## src/rtl/deserializador32_pkg.sv

```systemverilog
// Shared definitions for the deserializador32 receiver and its stimulus:
// FSM state encoding, upstream shift-register mode codes and direction codes.
package deserializador32_pkg;

    localparam int WIDTH_DEF = 32;
    localparam int CNT_W_DEF = 6;

    typedef enum logic {
        ST_IDLE  = 1'b0,
        ST_SHIFT = 1'b1
    } state_t;

    // Mode codes of the upstream 32-bit shift register (MODO input).
    typedef enum logic [1:0] {
        MODO_SHIFT  = 2'b00,
        MODO_ROTATE = 2'b01,
        MODO_LOAD   = 2'b10
    } modo_t;

    localparam logic DIR_MSB_FIRST = 1'b1;
    localparam logic DIR_LSB_FIRST = 1'b0;

endpackage

```

## src/rtl/deserializador32_contador_bits.sv

```systemverilog
// Bit counter for the receiver: synchronous clear, count enable and a
// terminal flag raised while the count equals WIDTH-1 (last bit of a frame).
module contador_bits
    import deserializador32_pkg::*;
#(
    parameter int CNT_W = CNT_W_DEF,
    parameter int WIDTH = WIDTH_DEF
) (
    input  logic             clk,
    input  logic             rst_n,
    input  logic             clr,
    input  logic             en,
    output logic [CNT_W-1:0] count,
    output logic             term
);

    localparam logic [CNT_W-1:0] TERM_VAL = CNT_W'(WIDTH - 1);

    logic [CNT_W-1:0] count_q, count_d;

    // Next count: clear wins over enable, otherwise hold.
    always_comb begin
        // NOTE: assign a default first so every path drives count_d and no latch is inferred.
        count_d = count_q;
        if (clr) begin
            count_d = '0;
        end else if (en) begin
            count_d = count_q + 1'b1;
        end
    end

    // Count register.
    always_ff @(posedge clk or negedge rst_n) begin
        // NOTE: sequential state uses non-blocking assignments so all flops update together.
        if (!rst_n) begin
            count_q <= '0;
        end else begin
            count_q <= count_d;
        end
    end

    assign count = count_q;
    assign term  = (count_q == TERM_VAL);

endmodule

```

## src/rtl/deserializador32.sv

```systemverilog
// Serial-to-parallel receiver behind the 32-bit shift register: rebuilds one
// word per frame in the latched direction, offers it with VALID/READY and
// raises a sticky OVERRUN when a completed word cannot be delivered.
module deserializador32
    import deserializador32_pkg::*;
#(
    parameter int WIDTH = WIDTH_DEF,
    parameter int CNT_W = CNT_W_DEF
) (
    input  logic             CLK,
    input  logic             RESET_L,
    input  logic             ENB,
    input  logic             DIR,
    input  logic             S_IN,
    input  logic             START,
    input  logic             READY,
    output logic [WIDTH-1:0] Q,
    output logic             VALID,
    output logic             BUSY,
    output logic [CNT_W-1:0] COUNT,
    output logic             OVERRUN
);

    state_t             state_q, state_d;
    logic               dir_q, dir_d;
    logic [WIDTH-1:0]   shadow_q, shadow_d;
    logic [WIDTH-1:0]   q_q, q_d;
    logic               valid_q, valid_d;
    logic               ovr_q, ovr_d;

    logic [WIDTH-1:0]   shadow_next;
    logic               sample;
    logic               complete;
    logic               cnt_term;

    // Capture datapath: the shadow word with this cycle's bit inserted.
    always_comb begin
        sample      = (state_q == ST_SHIFT) && ENB;
        complete    = sample && cnt_term;
        shadow_next = dir_q ? {shadow_q[WIDTH-2:0], S_IN}
                            : {S_IN, shadow_q[WIDTH-1:1]};
    end

    // FSM next state: START (re)opens a frame after any completion is taken.
    always_comb begin
        state_d  = state_q;
        dir_d    = dir_q;
        shadow_d = shadow_q;
        if (START) begin
            state_d  = ST_SHIFT;
            dir_d    = DIR;
            shadow_d = '0;
        end else if (complete) begin
            state_d  = ST_IDLE;
            shadow_d = '0;
        end else if (sample) begin
            shadow_d = shadow_next;
        end
    end

    // Output word and handshake: deliver, replace on same-edge READY, or drop.
    always_comb begin
        q_d     = q_q;
        valid_d = valid_q;
        ovr_d   = ovr_q;
        if (complete) begin
            if (!valid_q || READY) begin
                q_d     = shadow_next;
                valid_d = 1'b1;
            end else begin
                ovr_d = 1'b1;
            end
        end else if (valid_q && READY) begin
            valid_d = 1'b0;
        end
    end

    // State, shadow, output and flag registers.
    always_ff @(posedge CLK or negedge RESET_L) begin
        if (!RESET_L) begin
            state_q  <= ST_IDLE;
            dir_q    <= DIR_MSB_FIRST;
            shadow_q <= '0;
            q_q      <= '0;
            valid_q  <= 1'b0;
            ovr_q    <= 1'b0;
        end else begin
            state_q  <= state_d;
            dir_q    <= dir_d;
            shadow_q <= shadow_d;
            q_q      <= q_d;
            valid_q  <= valid_d;
            ovr_q    <= ovr_d;
        end
    end

    contador_bits #(
        .CNT_W (CNT_W),
        .WIDTH (WIDTH)
    ) u_contador (
        .clk   (CLK),
        .rst_n (RESET_L),
        .clr   (START || complete),
        .en    (sample),
        .count (COUNT),
        .term  (cnt_term)
    );

    assign Q       = q_q;
    assign VALID   = valid_q;
    assign BUSY    = (state_q == ST_SHIFT);
    assign OVERRUN = ovr_q;

endmodule

```

## config.mk

```make
export PLATFORM = sky130hd
export DESIGN_NAME = deserializador32
export DESIGN_NICKNAME = d
export VERILOG_FILES = /design/src/rtl/deserializador32_pkg.sv /design/src/rtl/deserializador32_contador_bits.sv /design/src/rtl/deserializador32.sv
export SDC_FILE = /design/constraint.sdc
export NUM_CORES = 1
export LEC_CHECK = 0
export ABC_CLOCK_PERIOD_IN_PS = 1680
export CAP_MARGIN = 20
export CORE_MARGIN = 1
export CORE_UTILIZATION = 49
export DETAILED_ROUTE_END_ITERATION = 12
export GPL_TIMING_DRIVEN = 0
export PLACE_DENSITY = 0.75
export SETUP_SLACK_MARGIN = 0.4
export SLEW_MARGIN = 20
export SYNTH_ARGS = -nofsm -noshare
export SYNTH_HDL_FRONTEND = slang
export SYNTH_SLANG_ARGS = --single-unit
export TNS_END_PERCENT = 5
```

## constraint.sdc

```tcl
create_clock -name CLK -period 1.68 [get_ports CLK]
set_input_delay 0.336 -clock CLK [delete_from_list [all_inputs] [get_ports CLK]]
set_output_delay 0.336 -clock CLK [all_outputs]
set_load 0.005 [all_outputs]
```

==> out/metrics.csv <==
stage,metric,value,unit
finish,regArea,1860,um2
critical_path,timing.reg2reg.worst_path_depth,6,
critical_path,worstPathRequired,1.93,ns
detailed_routing,drtAntennaViolNets,0,
floorplanning,initial_core_util,0.509,
global_routing,antenna_found_initial,0,
hold_path,holdPathEnd,dir_q,
sta,fmax,584,MHz
run_status,status,"finished, violations left",
clocking,ctsRootBufferMaster,clkbuf_8,
logic_synthesis,ys.flop_type,dfrtp_1,
clocking,tritoncts,done,
detailed_routing,drt_iter0_drc,196,
global_routing,grt_max_degree,39,
hold_path,min_from,START,
detailed_routing,vias_per_cell,5.55,
logic_synthesis,yosys.area.top_type,dfrtp_1,
hold_path,hp-class,in2reg,
finish,drive_gt1_frac,0.448,
floorplanning,die_y,86.2,um
logic_synthesis,async_flop_share,1.00,
detailed_routing,drtPass1Iterations,4,
sta,finalHoldViolations,0,
hold_path,hold_depth,2,
place,io_buffer_count,46,
global_routing,grt_overflow_total,0,
critical_path,path_common_cell,buf_12,
detailed_routing,post_drt_wl_per_cell,17.0,um
floorplanning,die_area,7430,um2
clocking,cts_made_buffers,9,
critical_path,cp_max_fo,10,
critical_path,critical_path.slowest_cell,dfrtp_1,
sta,finClkSkew,0.00700,ns
clocking,clockBufferDepth,2,
power,power-per-cell-area,790,nW/um2
global_routing,track_usage,0.222,
sta,finalMaxSlewViolations,0,
critical_path,end_kind,register,
critical_path,start_kind,register,
logic_synthesis,synth_area_leaders,"dfrtp_1 53%, mux2_2 21%, o211ai_1 7.3%",
floorplanning,io_pins,48,
sta,grt_setup_unrepaired,true,
critical_path,path_cells,ha_4 -> nand4_1 -> nor3_4 -> buf_12 -> buf_12 -> mux2_2,
power,p_leak,0.00214,uW
clocking,cts_max_level,3,
sta,holdWs,0.400,ns
global_routing,grt_pass1_vias,2590,
critical_path,cp.arrival,1.96,ns
sta,period_minus_slack,1.71,ns
logic_synthesis,syn_avg_cell_area,11.6,um2
clocking,cts.sinks,74,
logic_synthesis,yosys.cell_count.top_type,dfrtp_1,
floorplanning,die_w,86.2,um
sta,tightestPinTransition,0.516,ns
logic_synthesis,synthCells,299,
finish,n_antenna_cell,0,
place,routabilityCongestion,0.755,
logic_synthesis,ys_warn_count,0,
sta,slew_headroom,0.656,
critical_path,timing.rr.end,Q[2],
floorplanning,core,6830,um2
finish,area_delta_synth_final,28.8,%
logic_synthesis,syn-cell-area,3480,um2
flow_run,cap_violations,0,
logic_synthesis,synth_top_area_frac,0.526,
finish,fill_cells,554,
sta,setup_slack,-0.0317,ns
run_status,violations,setup timing,
detailed_routing,vias,2612,
critical_path,r2r_slack,-0.03,ns
critical_path,critPathMaxStageDelay,0.41,ns
place,dp_hpwl,4880,um
logic_synthesis,seq_area_frac_synth,0.533,
sta,post-route-period-util,1.02,
critical_path,r2r_start,u_contador.count[0],
power,vdd_drop_max,0.594,mV
clocking,clk_pin_slew,0.07,ns
logic_synthesis,synth.distinct_cells,30,
finish,nNetsFinal,379,
critical_path,crit_type,reg2reg,
logic_synthesis,ys_ff_latch,74,
logic_synthesis,ys_top_cells_by_count,"73 x dfrtp_1, 64 x mux2_2, 38 x nand2_1",
logic_synthesis,synth_nets,307,
logic_synthesis,synth_edf_count,0,
detailed_routing,drc,0,
detailed_routing,finalWirelength,8020,um
power,total_power,3540,uW
sta,setup-violations-final,30,
clocking,clk_latency,0.36,ns
global_routing,grt_pass1_wl,12600,um
finish,multi_input_area,1610,um2
floorplanning,rows,30,
==> layout make-up <==
cell class | instances | share of cell area
Timing Repair Buffer | 61 | 0.0981
Multi-Input combinational cell | 197 | 0.360
Tap cell | 96 | 0.0268
Buffer | 25 | 0.0525
Clock buffer | 12 | 0.0302
Sequential cell | 74 | 0.415
Inverter | 3 | 0.00251
Clock inverter | 3 | 0.0145
==> routing by layer <==
layer  wire, um  up-vias  global-route usage
met4        169        0              0.0985
li1           -     1215                   -
met2       3890       70               0.355
met3        341       14              0.0400
met1       3620     1313               0.298
met5          0        -                   0
==> power breakdown <==
part	switching (uW)	leakage (uW)	internal, uW	total [uW]
sequential	8.14	0.00102	1790	1800
clock	657	0.000100	828	1490
combinational	146	0.00102	107	253
==> worst max path at each step <==
stage                              startpoint                   to  slack [ns]
after floorplan           u_contador.count[0]                Q[10]       0.008
after global routing      u_contador.count[1]                 Q[7]       -0.06
after detailed placement                  ENB                Q[29]       -0.61
after global placement                RESET_L  u_contador.count[4]       -2.30
after CTS                 u_contador.count[0]                Q[29]       -0.05
final                     u_contador.count[0]                 Q[2]       -0.03
==> critical path, delay by kind of cell, from the launching register on <==
family | cells | cell delay [ns]
flip-flops | 1 | 0.41
AND/OR/NAND/NOR | 2 | 0.39
multiplexers | 1 | 0.33
buffers and inverters | 2 | 0.30
adder cells (fa/ha/maj) | 1 | 0.16
==> what timing repair did <==
item	in CTS	in global routing
endpoints found under the setup margin	112	104
cloned	1	1
setup buffers	5	6
endpoints found under the hold margin	35	0
hold buffers	1	0
pin swaps	17	32
gates resized for setup	149	76
==> per-stage QoR <==
| stage | std cells | setup slack [ns] | util | cell area, um2 | TNS [ns] |
|---|---|---|---|---|---|
| floorplan | 299 | 0.00803 | - | 3480 | 0 |
| global placement | 441 | -2.30 | 0.594 | 4060 | -192.41 |
| detailed placement | 442 | -0.606 | 0.596 | 4070 | -24.78 |
| CTS | 464 | -0.0547 | 0.642 | 4390 | -1.33 |
| global route | 471 | -0.0560 | 0.655 | 4480 | -1.26 |
| finish | 471 | -0.0317 | 0.655 | 4480 | -0.580 |
==> layout by cell type (no fill, tap or decap), drive strengths merged, types with 2 or more instances in the layout <==
master / instances
a21oi: 36
buf: 41
bufinv: 2
clkbuf: 51
clkdlybuf4s50: 3
dfrtp: 73
dlygate4sd2: 2
inv: 3
mux2: 65
nand2: 38
nand2b: 2
nand3: 2
nor2: 3
nor3: 2
o211ai: 34
o21ai: 2
or3: 2
==> flip-flops by register name (all words and copies together), names as in the netlist <==
signal	cells
u_contador.count	6
OVERRUN	1
shadow_q	32
BUSY	1
Q	32
dir_q	1
VALID	1
==> cell families after synthesis <==
family | count (synthesis) | share of synthesized area
flops | 74 | 0.533
simple gates | 54 | 0.0734
fa+ha+maj | 1 | 0.00360
buf+inv | 28 | 0.0392
compound gates | 75 | 0.135
mux | 66 | 0.213
xor+xnor | 1 | 0.00252
Note: power is estimated with default switching activity, not from simulation.
